--- config.mk ---
export PLATFORM = sky130hd
export DESIGN_NAME = rr_lock_arbiter
export DESIGN_NICKNAME = d
export VERILOG_FILES = /design/src/rtl/rr_lock_arbiter.sv
export SDC_FILE = /design/constraint.sdc
export NUM_CORES = 1
export LEC_CHECK = 0
export CAP_MARGIN = 20
export CORE_MARGIN = 5
export CORE_UTILIZATION = 45
export DETAILED_ROUTE_END_ITERATION = 16
export HOLD_SLACK_MARGIN = 0.03
export PLACE_DENSITY_LB_ADDON = 0.3
export SETUP_SLACK_MARGIN = 0.5
export SLEW_MARGIN = 20
export SYNTH_ARGS = -nofsm -noshare
export SYNTH_HDL_FRONTEND = slang
export SYNTH_SLANG_ARGS = --single-unit
--- constraint.sdc ---
create_clock -name clk -period 2 [get_ports clk]
set_clock_uncertainty 0.05 [all_clocks]
set_input_delay 0.4 -clock clk [delete_from_list [all_inputs] [get_ports clk]]
set_output_delay 0.4 -clock clk [all_outputs]
set_load 0.05 [all_outputs]
--- src/rtl/rr_lock_arbiter.sv ---
// rtl/rr_lock_arbiter.sv - registered round-robin arbiter with grant locking and hold limit
module rr_lock_arbiter #(
  parameter int N       = 4,
  parameter int IW      = 2,
  parameter int MAXHOLD = 16
) (
  input  logic          clk,
  input  logic          reset,
  input  logic [N-1:0]  req,
  input  logic          done,
  output logic [N-1:0]  grant,
  output logic [IW-1:0] grant_idx,
  output logic          busy
);

  localparam logic [0:0] IDLE  = 1'b0;
  localparam logic [0:0] OWNED = 1'b1;

  // Counter only needs to reach MAXHOLD-1; with no limit it just saturates.
  localparam int HW = (MAXHOLD < 2) ? 4 : $clog2(MAXHOLD + 1);
  localparam logic [HW-1:0] HOLD_LAST = (MAXHOLD == 0) ? '0 : HW'(MAXHOLD - 1);
  localparam logic [HW-1:0] HOLD_MAX  = '1;

  logic [0:0]    state;
  logic [IW-1:0] ptr;
  logic [HW-1:0] hold_cnt;
  logic          found;
  logic [IW-1:0] win;
  logic          rel;

  // Search starts just after the last owner, so the last owner is tried last.
  always_comb begin
    found = 1'b0;
    win   = '0;
    for (int k = 1; k <= N; k++) begin
      if (!found && req[(int'(ptr) + k) % N]) begin
        found = 1'b1;
        win   = IW'((int'(ptr) + k) % N);
      end
    end
  end

  always_comb begin
    rel = done | ~req[ptr];
    if (MAXHOLD != 0 && hold_cnt == HOLD_LAST)
      rel = 1'b1;
  end

  always_ff @(posedge clk) begin
    if (reset) begin
      state     <= IDLE;
      grant     <= '0;
      grant_idx <= '0;
      busy      <= 1'b0;
      hold_cnt  <= '0;
      ptr       <= IW'(N - 1);
    end else begin
      case (state)
        IDLE: begin
          if (found) begin
            state     <= OWNED;
            grant     <= N'(1) << win;
            grant_idx <= win;
            busy      <= 1'b1;
            ptr       <= win;
            hold_cnt  <= '0;
          end
        end
        default: begin
          if (!rel) begin
            if (hold_cnt != HOLD_MAX)
              hold_cnt <= hold_cnt + 1'b1;
          end else if (found) begin
            grant     <= N'(1) << win;
            grant_idx <= win;
            ptr       <= win;
            hold_cnt  <= '0;
          end else begin
            state     <= IDLE;
            grant     <= '0;
            grant_idx <= '0;
            busy      <= 1'b0;
            hold_cnt  <= '0;
          end
        end
      endcase
    end
  end

endmodule
Word level (Yosys, flattened, before mapping)
Index checks and enable logic that the tools add are counted.
{ "totals": {"reg_bits": 15, "output_inout_bits": 7, "word_cells": 87} }
{ "op_classes": {"add_sub_neg": 5, "order_cmp": 5, "n_eq_ne": 5, "shift": 1, "mux": 45, "n_bitwise": 6, "n_reduce_logical": 14} }
{ "ops": {"columns": ["cell", "n"], "rows": [
  ["2-to-1 mux 2 bit", 11],
  ["2-to-1 mux 1 bit", 21],
  ["2-to-1 mux 5 bit", 4],
  ["< comparator 3 x 4 -> 1 bit, second input constant", 4],
  ["2-to-1 mux 4 bit", 4],
  ["binary-select mux 1 bit (select 2 bit)", 5],
  ["OR reduction 2 bit", 4],
  ["adder 5 x 1 -> 5 bit, second input constant", 1],
  ["== test 5 x 4 -> 1 bit, second input constant", 1],
  ["!= test 5 bit, second input constant", 1],
  ["adder 2 x 1 -> 2 bit, second input constant", 2],
  ["adder 2 bit, second input constant", 2],
  ["bitwise AND 1 bit, first input constant", 4],
  ["AND reduction 2 bit", 2],
  ["left shift 1 x 2 -> 4 bit, first input constant", 1],
  ["logical AND 1 bit", 3],
  ["logical NOT 1 bit", 3],
  ["< comparator 2 x 3 -> 1 bit, second input constant", 1],
  ["!= test 3 x 1 -> 1 bit, second input constant", 1],
  ["AND reduction 3 bit", 1],
  ["!= test 2 x 1 -> 1 bit, second input constant", 1],
  ["!= test 2 bit, second input constant", 1],
  ["nonzero test 2 bit", 1],
  ["inverter 1 bit", 1],
  ["OR 1 bit", 1]
]} }

Longest topological paths before layout
Gate-level depths: netlist of the first run.
{ "depth": {"word_depth": 20, "mapped_depth": 8, "mapped_depth_nobuf": 7} }

Worst setup path after synthesis of the first run
Ideal clock, no wire load.
{ "synth_timing": {"path_kind": "register to register", "from": "reg hold_cnt[0]", "to": "reg hold_cnt[3]", "arrival_time_ns": 1.865, "required_time_ns": 1.876, "setup_slack_ns": 0.011, "path_stages_with_launch": 8, "synth_period_minus_slack_ns": 1.989, "cell_sequence": "dfxtp_1 > ha_1 > and3_1 > ha_1 > nor3b_4 > nand2_1 > or4_1 > a31oi_1"} }
{ "synth_between": {"elab_chain_len": 4} }
{ "synth_rtl": {"columns": ["item", "line", "rtl"], "rows": [
  ["start: declaration", "26", "logic [HW-1:0] hold_cnt;"],
  ["start signal: assignment", "72", "hold_cnt <= hold_cnt + 1'b1;"],
  ["adder 5 x 1 -> 5 bit / == test 5 x 4 -> 1 bit (equally long branches)", "72, 45", null],
  ["2-to-1 mux 5 bit / 2-to-1 mux 1 bit (equally long branches)", "71, 45", null],
  ["2-to-1 mux 5 bit / != test 3 x 1 -> 1 bit (equally long branches)", null, null],
  ["2-to-1 mux 5 bit / AND reduction 2 bit (equally long branches)", null, null]
]} }
Parallel ways exist; a longest one is shown, timed or not. The select of a mux whose other input is x is not followed.
A chain may end at the register's enable or synchronous reset.

Final worst setup path of the first run
{ "layout_timing": {"from": "reg hold_cnt[1]", "to": "reg hold_cnt[4]"} }
The elaborated chain is that of the path after synthesis.

==> metrics.md, run 1 <==
| Metric | Value |
|---|---|
| Root buf cell | clkbuf_4 |
| Count leader, synth | dfxtp_1 |
| Die Width | a little over 50 um |
| WL/cell | 14.74 um |
| Vias in the first global route | approximately 800 |
| CTS clk-pin slew, worst paths | ~0.10 ns |
| Hold path start | grant_idx[1]$_SDFFE_PP0P_ |
| RSZ-0062 raised after global routing | true |
| Cell taking the most area after synthesis | dfxtp_1 |
| Top post-synthesis cells by area | dfxtp_1, ha_1, nand2_1 |
| Final period util | between 90% and 100% |
| Max Slew Vio Count | 0 |
| Worst IR drop on VDD | between 500 and 600 uV |
| Hold Path Class | register to register |
| Layout cell share with drive strength beyond 1 | approximately 44% |
| Reg2Reg Launch Point | hold_cnt[1]$_SDFFE_PP0P_ |
| Seq cells post-synth | 15 |
| Critical Path Sink Type | register |
| Fmax | just over 500 MHz |
| Critical Path, Cell by Cell | ha_4 -> and3_4 -> ha_4 -> nor3b_4 -> nand2_2 -> or4_4 -> o31ai_4 |
| Final wirelength | just under 2000 um |
| Clk_lat worst skew | 0.29 ns |
| Layout Nets | between 100 and 150 |
| Cell count after placement | between 100 and 150 |
| Worst slew pin tran | ~0.42 ns |
| Mapped Cells | 83 |
| RePlAce Congestion | between 0.7 and 0.8 |
| Final Power | 0.7425 mW |
| Hold path depth | 1 |
| Vias | roughly 770 |
| Register area | 304.0 um2 |
| Max-cap violations | 0 |
| PD cells | approximately 650 mW/mm2 |
| Syn. warnings | 0 |
| Finished Core Util | between 60 and 70% |
| Hold slack final | between 0.4 and 0.5 ns |
| Total global-route track usage | between 15 and 20% |
| Reg2reg end | hold_cnt[4]$_SDFFE_PP0P_ |
| Area share of the largest cell type after synthesis | 38.16% |
| CTS tree | built |
| Post-route DRC | 0 |
| Async set-or-reset flop fraction in the synthesized netlist | 0% |
| Core area | 0.001689 mm2 |
| Post-synth EDFFs | 0 |
| First-pass GRT wire length | approximately 3600 um |
| Design Area, Final | 0.001151 mm2 |
| Overflow after GRT | 0 |
| Fin crit period | roughly 1.9 ns |
| Worst path arrival time | 2.09 ns |
| CP max-delay cell | or4_4 |
| Row count | 15 |
| PortBufs | 13 |
| R2r worst-path depth | 7 |
| Antenna diodes | 0 |
| Detailed Route Iter0 Violations | 22 |
| Syn Nets | between 90 and 100 |
| TNS Setup | 0 ns |
| Seq/Total Area, Yosys | roughly two fifths |
| Syn-to-layout area delta | 46.26% |
| # hold bufs at CTS | 0 |
| Synthesized area per cell | between 9 and 10 um2 |
| Clock tree buffer depth | 2 |
| Post-DP HPWL | 1353 um |
| Fillers | roughly 140 |
| Most common library cells after synthesis | dfxtp_1, nand2_1, nor2_1 |
| Clk sink count | 15 |
| Dpl ws | -0.09492 ns |
| Initial Utilization | between 40% and 50% |
| Leakage power | 0.4728 nW |
| Drt first pass iters | 4 |
| Synth cell types | 35 |
| Final setup violation count | 0 |
| Status | completed |
| Largest net degree at the start of global routing | 10 |
| Worst path max stage delay | between 0.5 and 0.6 ns |
| Worst setup margin | 0.07402 ns |
| Area after DPL | 0.001033 mm2 |
| CP Class | register to register |
| Final hold vios | 0 |
| DIE AREA | between 0.002 and 0.003 mm2 |
| Remaining antenna violation count after routing | 0 |
| Die Ht | around 52 um |
| Hold endpoint | grant_idx[1]$_SDFFE_PP0P_ |
| H-tree depth | 1 |
| Cts bufs inserted | 3 |
| Mapped Area | 787.0 um2 |
| CP required | about 2.2 ns |
| Multi-input gate area | approximately 540 um2 |
| Non-filler cells, final | around 130 |
| Flop2flop setup slack | about 0.074 ns |
| Cell mode on critical path | ha_4 |
| Ports | 14 |
| Avg Vias per Cell | 5.767 |
| Synth Flop Type | dfxtp_1 |
| Initial antenna violation count | 0 |
| Startpoint Class | register |
| Slew headroom | about 72% |
| Crit-path max FO | 5 |
[registers in the layout, indices dropped and copies added, names as in the netlist]
name	flops
hold_cnt	5
state	1
busy	1
ptr	2
grant_idx	2
grant	4
[where the power goes]
group / total, mW / internal (mW) / switching (mW)
sequential: 0.340 / 0.322 / 0.0180
combinational: 0.225 / 0.0997 / 0.125
clock: 0.178 / 0.0744 / 0.104
total: 0.743 / 0.496 / 0.247
[cell type report]
type,instances,area share [%]
clock inverters,1,0.4348
flip-flops and latches,15,26.41
repair buffers,32,22.07
well taps,17,1.848
inverters,2,0.6522
clock buffers,3,1.957
multi-input cells,63,46.63
[kinds of logic after synthesis]
| logic type | share of synthesized area (%) |
|---|---|
| muxes | 4.133 |
| adders and majority gates | 4.770 |
| buffers and inverters | 3.497 |
| and+or+nand+nor | 28.30 |
| AOI/OAI and AO/OA | 21.14 |
| DFF | 38.16 |
[worst max-delay path, delay by kind of cell, from the launching register on]
family / cells / cell delay (ns)
AO/OA/AOI/OAI: 1 / 0.06
AND/OR/NAND/NOR: 4 / 1.07
adder cells (fa/ha/maj): 2 / 0.32
flip-flops: 1 / 0.35
[placed cells by master, fill, tap and decap left out, drive strengths merged, types with 2 or more instances in the layout]
master,netlist,final
dfxtp,15,15
a21oi,4,4
buf,2,25
a21o,2,2
clkbuf,1,3
nand3,3,3
o21ai,4,4
and3,2,2
a31oi,3,3
o31ai,2,2
o2bb2ai,2,2
nor4,2,2
clkdlybuf4s50,0,2
dlygate4sd2,0,4
inv,2,2
nand4b,2,2
nand2,9,9
or4,4,4
nor2,5,5
ha,3,3
a22o,2,2
[worst max-delay path by stage]
stage,startpoint,to,depth (start not counted),slack (ns)
2_1_floorplan,hold_cnt[1]$_SDFFE_PP0P_,hold_cnt[2]$_SDFFE_PP0P_,7,0.24
3_3_place_gp,req[3],hold_cnt[4]$_SDFFE_PP0P_,6,-0.11
3_5_place_dp,req[3],grant[2]$_SDFFE_PP0P_,5,-0.09
4_1_cts,hold_cnt[1]$_SDFFE_PP0P_,hold_cnt[3]$_SDFFE_PP0P_,6,0.11
5_1_grt,hold_cnt[1]$_SDFFE_PP0P_,grant[2]$_SDFFE_PP0P_,9,0.002
6_report,hold_cnt[1]$_SDFFE_PP0P_,hold_cnt[4]$_SDFFE_PP0P_,7,0.07
[repair_timing]
item,4_1_cts,5_1_grt
pin swaps,7,3
hold endpoints to repair,0,0
buffers inserted,7,1
gates resized for setup,34,16
endpoints found under the setup margin,21,19
[routing by layer]
metal / GRT usage (%) / wire, um / vias to the layer above
met1: 21.06 / 891 / 363
met4: 5.677 / 12 / 0
li1: - / - / 384
met2: 28.87 / 957 / 18
met5: 0 / 0 / -
met3: 6.590 / 98 / 2
No activity file was read; power rests on OpenSTA's default activity.
==> run 2: changes to the inputs <==
--- a/config.mk
+++ b/config.mk
@@ -6,8 +6,10 @@
 export NUM_CORES = 1
 export LEC_CHECK = 0
 export CAP_MARGIN = 20
+export CORE_ASPECT_RATIO = 0.75
 export CORE_MARGIN = 5
 export CORE_UTILIZATION = 45
+export CTS_CLUSTER_DIAMETER = 200
 export DETAILED_ROUTE_END_ITERATION = 16
 export HOLD_SLACK_MARGIN = 0.03
 export PLACE_DENSITY_LB_ADDON = 0.3
==> metrics.md, run 2 (synthesis gave the netlist of run 1 again) <==
| Metric | Value |
|---|---|
| Vias | 780 (+1.7%) |
| RePlAce Congestion | 0.8104 (+2.9%) |
| Number of flip-flops in the largest register | 5 (unchanged) |
| Detailed Route Iter0 Violations | 20 (-9.1%) |
| Post-DP HPWL | 1438 um (+6.3%) |
| Max-cap violations | 0 (unchanged) |
| Hold Path Class | register to register |
| Hold path start | grant_idx[1]$_SDFFE_PP0P_ |
| Most frequent cells in the layout | dfxtp_1, buf_4, nand2_1 |
| PD cells | 649.8 mW/mm2 (+0.74%) |
| Ports | 14 (unchanged) |
| Clk sink count | 15 (unchanged) |
| Row count | 13 (-2) |
| Hold endpoint | grant_idx[1]$_SDFFE_PP0P_ |
| Leakage power | 0.4452 nW (-5.8%) |
| RSZ-0062 raised after global routing | true |
| Registers with the most flip-flops | hold_cnt: 5 flops, grant: 4 flops |
| Fmax | 520.5 MHz (+0.25%) |
| Die Width | 58.29 um (+12%) |
| Syn-to-layout area delta | 46.26% (unchanged) |
| CTS clk-pin slew, worst paths | 0.09 ns (about the same) |
| DIE AREA | 0.002694 mm2 (+0.32%) |
| Worst slew pin tran | 0.3134 ns (-0.1028 ns) |
| Reg2reg end | hold_cnt[2]$_SDFFE_PP0P_ |
| Core area | 0.001692 mm2 (+0.15%) |
| Initial Utilization | 46.52% (-0.069 points) |
| Worst path arrival time | 2.09 ns (about the same) |
| Drt first pass iters | 4 (unchanged) |
| Final setup violation count | 0 (unchanged) |
| Fillers | 150 (+9.5%) |
| Register area | 306.5 um2 (+0.82%) |
| PortBufs | 13 (unchanged) |
| Final hold vios | 0 (unchanged) |
| H-tree depth | 1 (unchanged) |
| CTS tree | built |
| Fin crit period | 1.921 ns (-0.004879 ns) |
| Layout cell share with drive strength beyond 1 | 41.07% (-2.9 points) |
| CP required | 2.17 ns (about the same) |
| Remaining antenna violation count after routing | 0 (unchanged) |
| Die Ht | 46.22 um (-11%) |
| Multi-input gate area | 525.5 um2 (-2.1%) |
| Root buf cell | clkbuf_4 |
| Top reg by flops | hold_cnt |
| Slew headroom | 79.08% (+6.9 points) |
| Most common cell after layout, fill and taps aside | dfxtp_1 |
| Initial antenna violation count | 0 (unchanged) |
| Worst IR drop on VDD | 526.5 uV (-2.8%) |
| Hold path depth | 1 (unchanged) |
| Critical Path Sink Type | register |
| Hold slack final | 0.4106 ns (-0.004098 ns) |
| Max Slew Vio Count | 0 (unchanged) |
| TNS Setup | 0 ns (unchanged) |
| Reg2Reg Launch Point | hold_cnt[1]$_SDFFE_PP0P_ |
| Total global-route track usage | 16.50% (-1.1 points) |
| Antenna diodes | 0 (unchanged) |
| Avg Vias per Cell | 5.821 (+0.94%) |
| Clk_lat worst skew | 0.29 ns (about the same) |
| First-pass GRT wire length | 3305 um (-7.2%) |
| Status | completed |
| Overflow after GRT | 0 (unchanged) |
| Startpoint Class | register |
| CP Class | register to register |
| Final period util | 96.05% (-0.24 points) |
| Flop2flop setup slack | 0.08 ns (about the same) |
| Setup crit start | hold_cnt[1]$_SDFFE_PP0P_ |
| Crit-path max FO | 5 (unchanged) |
| R2r worst-path depth | 7 (unchanged) |
| Final wirelength | 2076 um (+5.9%) |
| Clock tree buffer depth | 2 (unchanged) |
| Cts bufs inserted | 3 (unchanged) |
| Layout Nets | 123 (-3.1%) |
| WL/cell | 15.49 um (+5.1%) |
| Largest net degree at the start of global routing | 10 (unchanged) |
| Vias in the first global route | 736 (-8.3%) |
| Post-route DRC | 0 (unchanged) |
run 2: cell types whose count changed in the layout (fill, tap and decap cells not counted), sizes merged:
cell / previous run / this run
buf: 25 / 17
clkdlybuf4s15: 1 / 5
clkbuf: 3 / 4
clkinv: 1 / 0
run 2: worst max path at each step:
stage	to	cells past startpoint
after floorplan	hold_cnt[2]$_SDFFE_PP0P_	7
after global placement	hold_cnt[4]$_SDFFE_PP0P_	6
after detailed placement	grant[2]$_SDFFE_PP0P_	5
after CTS	hold_cnt[3]$_SDFFE_PP0P_	7
after global routing	hold_cnt[2]$_SDFFE_PP0P_	7
final	hold_cnt[2]$_SDFFE_PP0P_	7
run 2: timing repair:
| item | CTS | global route |
|---|---|---|
| setup endpoints to repair | 21 | 15 |
| buffers inserted | 3 | 1 |
| gates resized for setup | 37 | 5 |
| pin swaps | 9 | 2 |
| cloned | 0 | 0 |
| hold buffers | 0 | 0 |
run 2: area by class of cell:
class	instances	share of cell area [%]
inverters	2	0.6522
clock buffers	4	2.283
multi-input cells	63	45.65
flip-flops and latches	15	26.63
well taps	22	2.391
repair buffers	28	22.39
run 2: worst max-delay path, stage by stage (launching register included):
cell and delay, ns:
dfxtp_2 0.34, ha_4 0.15, and3_4 0.18, ha_4 0.16, nor3b_4 0.24, nand2_2 0.13
or4_1 0.43, a31oi_1 0.16
run 2: power by group:
group | internal, mW | switching, mW
Clock | 0.0776 | 0.100
Combinational | 0.100 | 0.127
Sequential | 0.322 | 0.0217
Total | 0.500 | 0.248
run 2: routing by layer:
| layer | global-route usage [%] | wire [um] | vias up |
|---|---|---|---|
| met1 | 21.31 | 1009 | 383 |
| met3 | 5.042 | 97 | 2 |
| met5 | 0 | 0 | - |
| met4 | 4.167 | 14 | 0 |
| li1 | - | - | 375 |
| met2 | 26.95 | 954 | 20 |
run 2: metrics by stage:
step / cell area, um2 / setup slack, ns / instances / utilization (%) / power, mW
5_1_grt: 1151 / -0.01457 / 134 / 68.05 / 0.7863
2_1_floorplan: 819.5 / 0.2413 / 83 / - / 0.4754
4_1_cts: 1141 / 0.1054 / 133 / 67.46 / 0.7456
3_5_place_dp: 1040 / -0.08931 / 126 / 61.46 / 0.5604
3_3_place_gp: 1040 / -0.08008 / 126 / 61.46 / 0.5563
6_report: 1151 / 0.07890 / 134 / 68.05 / 0.7480
==> run 3: changes to the inputs <==
--- a/config.mk
+++ b/config.mk
@@ -6,7 +6,7 @@
 export NUM_CORES = 1
 export LEC_CHECK = 0
 export CAP_MARGIN = 20
-export CORE_ASPECT_RATIO = 0.75
+export CORE_ASPECT_RATIO = 1.2
 export CORE_MARGIN = 5
 export CORE_UTILIZATION = 45
 export CTS_CLUSTER_DIAMETER = 200
==> metrics.md, run 3 (synthesis gave the netlist of run 1 again) <==
| Metric | Value |
|---|---|
| Number of flip-flops in the largest register | 5 (unchanged) |
| Drt first pass iters | 4 (unchanged) |
| Non-filler cells, final | 135 (+0.75%) |
| Final Power | 0.7469 mW (-0.15%) |
| First-pass GRT wire length | 3588 um (+8.6%) |
| Fmax | 534.6 MHz (+2.7%) |
| CP required | 2.16 ns (about the same) |
| PD cells | 643.2 mW/mm2 (-1.0%) |
| Worst path top cell family by delay | simple AND/OR/NAND/NOR gates |
| WL met1 | 859 um (-15%) |
| Max-cap violations | 0 (unchanged) |
| Post-route DRC | 0 (unchanged) |
| Root buf cell | clkbuf_4 |
| Max Slew Vio Count | 0 (unchanged) |
| WL met3 | 126 um (+30%) |
| Final wirelength | 2123 um (+2.3%) |
| Cts bufs inserted | 3 (unchanged) |
| RSZ-0062 raised after global routing | true |
| Vias in the first global route | 791 (+7.5%) |
| Total global-route track usage | 18.01% (+1.5 points) |
| Overflow after GRT | 0 (unchanged) |
| Antenna diodes | 0 (unchanged) |
| Clock tree buffer depth | 2 (unchanged) |
| Registers with the most flip-flops | hold_cnt: 5 flops, grant: 4 flops |
| Syn-to-layout area delta | 47.54% |
| Design Area, Final | 0.001161 mm2 (+0.87%) |
| Ports | 14 (unchanged) |
| Wire length on met2 | 1106 um (+16%) |
| Avg Vias per Cell | 6.000 (+3.1%) |
| H-tree depth | 1 (unchanged) |
| Cell mode on critical path | ha_4 |
| Cell count after placement | 123 (-2.4%) |
| Remaining antenna violation count after routing | 0 (unchanged) |
| Vias | 810 (+3.8%) |
| Die Ht | 55.81 um (+21%) |
| Fin crit period | 1.870 ns (-0.05070 ns) |
| Post-DP HPWL | 1424 um (-1.0%) |
| Detailed Route Iter0 Violations | 21 (+5.0%) |
| Crit-path max FO | 5 (unchanged) |
| PortBufs | 13 (unchanged) |
| Die Width | 48.18 um (-17%) |
| CTS clk-pin slew, worst paths | 0.09 ns (about the same) |
| CP max-delay cell | or4_1 |
| Final hold vios | 0 (unchanged) |
| Initial Utilization | 47.94% (+1.4 points) |
| Initial antenna violation count | 0 (unchanged) |
| Worst slew pin tran | 0.3253 ns (+0.01184 ns) |
| Status | completed |
| Slew headroom | 78.25% (-0.83 points) |
| Worst path bufs/invs | 0 (unchanged) |
| Worst setup margin | 0.1296 ns (+0.05070 ns) |
| Clk_lat worst skew | 0.29 ns (about the same) |
| Critical Path, Cell by Cell | ha_4 -> and3_4 -> ha_4 -> nor3b_4 -> nand2_2 -> or4_1 -> a31oi_1 |
| CTS tree | built |
| Most frequent cells in the layout | buf_4, dfxtp_1, nand2_1 |
| Worst path max stage delay | 0.40 ns (-0.03 ns) |
| Row count | 16 (+3) |
| Most common cell after layout, fill and taps aside | buf_4 |
| Final setup violation count | 0 (unchanged) |
| Leakage power | 0.4730 nW (+6.2%) |
| RePlAce Congestion | 0.7442 (-8.2%) |
| WL/cell | 15.73 um (+1.5%) |
| Layout Nets | 128 (+4.1%) |
| Top reg by flops | hold_cnt |
| Worst path arrival time | 2.03 ns (-0.06 ns) |
| Largest net degree at the start of global routing | 10 (unchanged) |
| DIE AREA | 0.002689 mm2 (-0.19%) |
| # hold bufs at CTS | 0 (unchanged) |
| Layout cell share with drive strength beyond 1 | 47.86% (+6.8 points) |
| Finished Core Util | 70.73% (+2.7 points) |
| Dpl ws | -0.1126 ns (-0.02324 ns) |
| Area after DPL | 0.001042 mm2 (+0.24%) |
| Uppermost layer routed | met4 |
| Clk sink count | 15 (unchanged) |
| Worst IR drop on VDD | 650.4 uV (+24%) |
| CP Class | register to register |
| Final period util | 93.52% (-2.5 points) |
| Critical Path Sink Type | register |
| Startpoint Class | register |
| Core area | 0.001642 mm2 (-3.0%) |
| Hold Path Class | register to register |
## run 3: cell types whose count changed in the layout (fill, tap and decap cells not counted), moves of 2 or more
cell             previous run  this run
clkbuf_2                    0         4
buf_4                      11        14
buf_6                       3         6
clkdlybuf4s15_2             5         2
dlygate4sd2_1               4         1
buf_2                       2         4
## run 3: through the flow
step           hold WS, ns  TNS, ns
4_1_cts             0.4298        0
6_report            0.4208        0
3_3_place_gp        0.3926  -0.5179
3_5_place_dp        0.4019  -0.9031
2_1_floorplan       0.3888        0
5_1_grt             0.4492        0
## run 3: final cells by class
cell class              count  area [um2]
multi-input cells          63       536.8
fillers                   130       480.5
flip-flops and latches     15       304.0
repair buffers             33       264.0
clock buffers               4       26.28
well taps                  18       22.52
inverters                   2       7.507
## run 3: routing by layer
metal,global-route usage [%],vias to the layer above
met3,7.443,4
met1,21.57,393
met4,7.692,0
met5,0,-
met2,27.05,31
li1,-,382
## run 3: what timing repair did
item,in CTS,in global routing
pin swaps,9,7
resized for setup,34,22
buffers inserted,7,1
cloned,0,0
endpoints found under the setup margin,21,19
## run 3: report_power, final
part	total, mW	switching, mW	internal (mW)
registers	0.344	0.0223	0.322
logic	0.225	0.126	0.0985
clock network	0.178	0.101	0.0775
## run 3: final timing paths
path | startpoint | to | slack (ns) | depth (start not counted)
setup / recovery | hold_cnt[1]$_SDFFE_PP0P_ | hold_cnt[2]$_SDFFE_PP0P_ | 0.13 | 7
hold / removal | grant_idx[1]$_SDFFE_PP0P_ | grant_idx[1]$_SDFFE_PP0P_ | 0.42 | 1
setup reg to reg | hold_cnt[1]$_SDFFE_PP0P_ | hold_cnt[2]$_SDFFE_PP0P_ | 0.13 | 7
hold reg to reg | grant_idx[1]$_SDFFE_PP0P_ | grant_idx[1]$_SDFFE_PP0P_ | 0.42 | 1
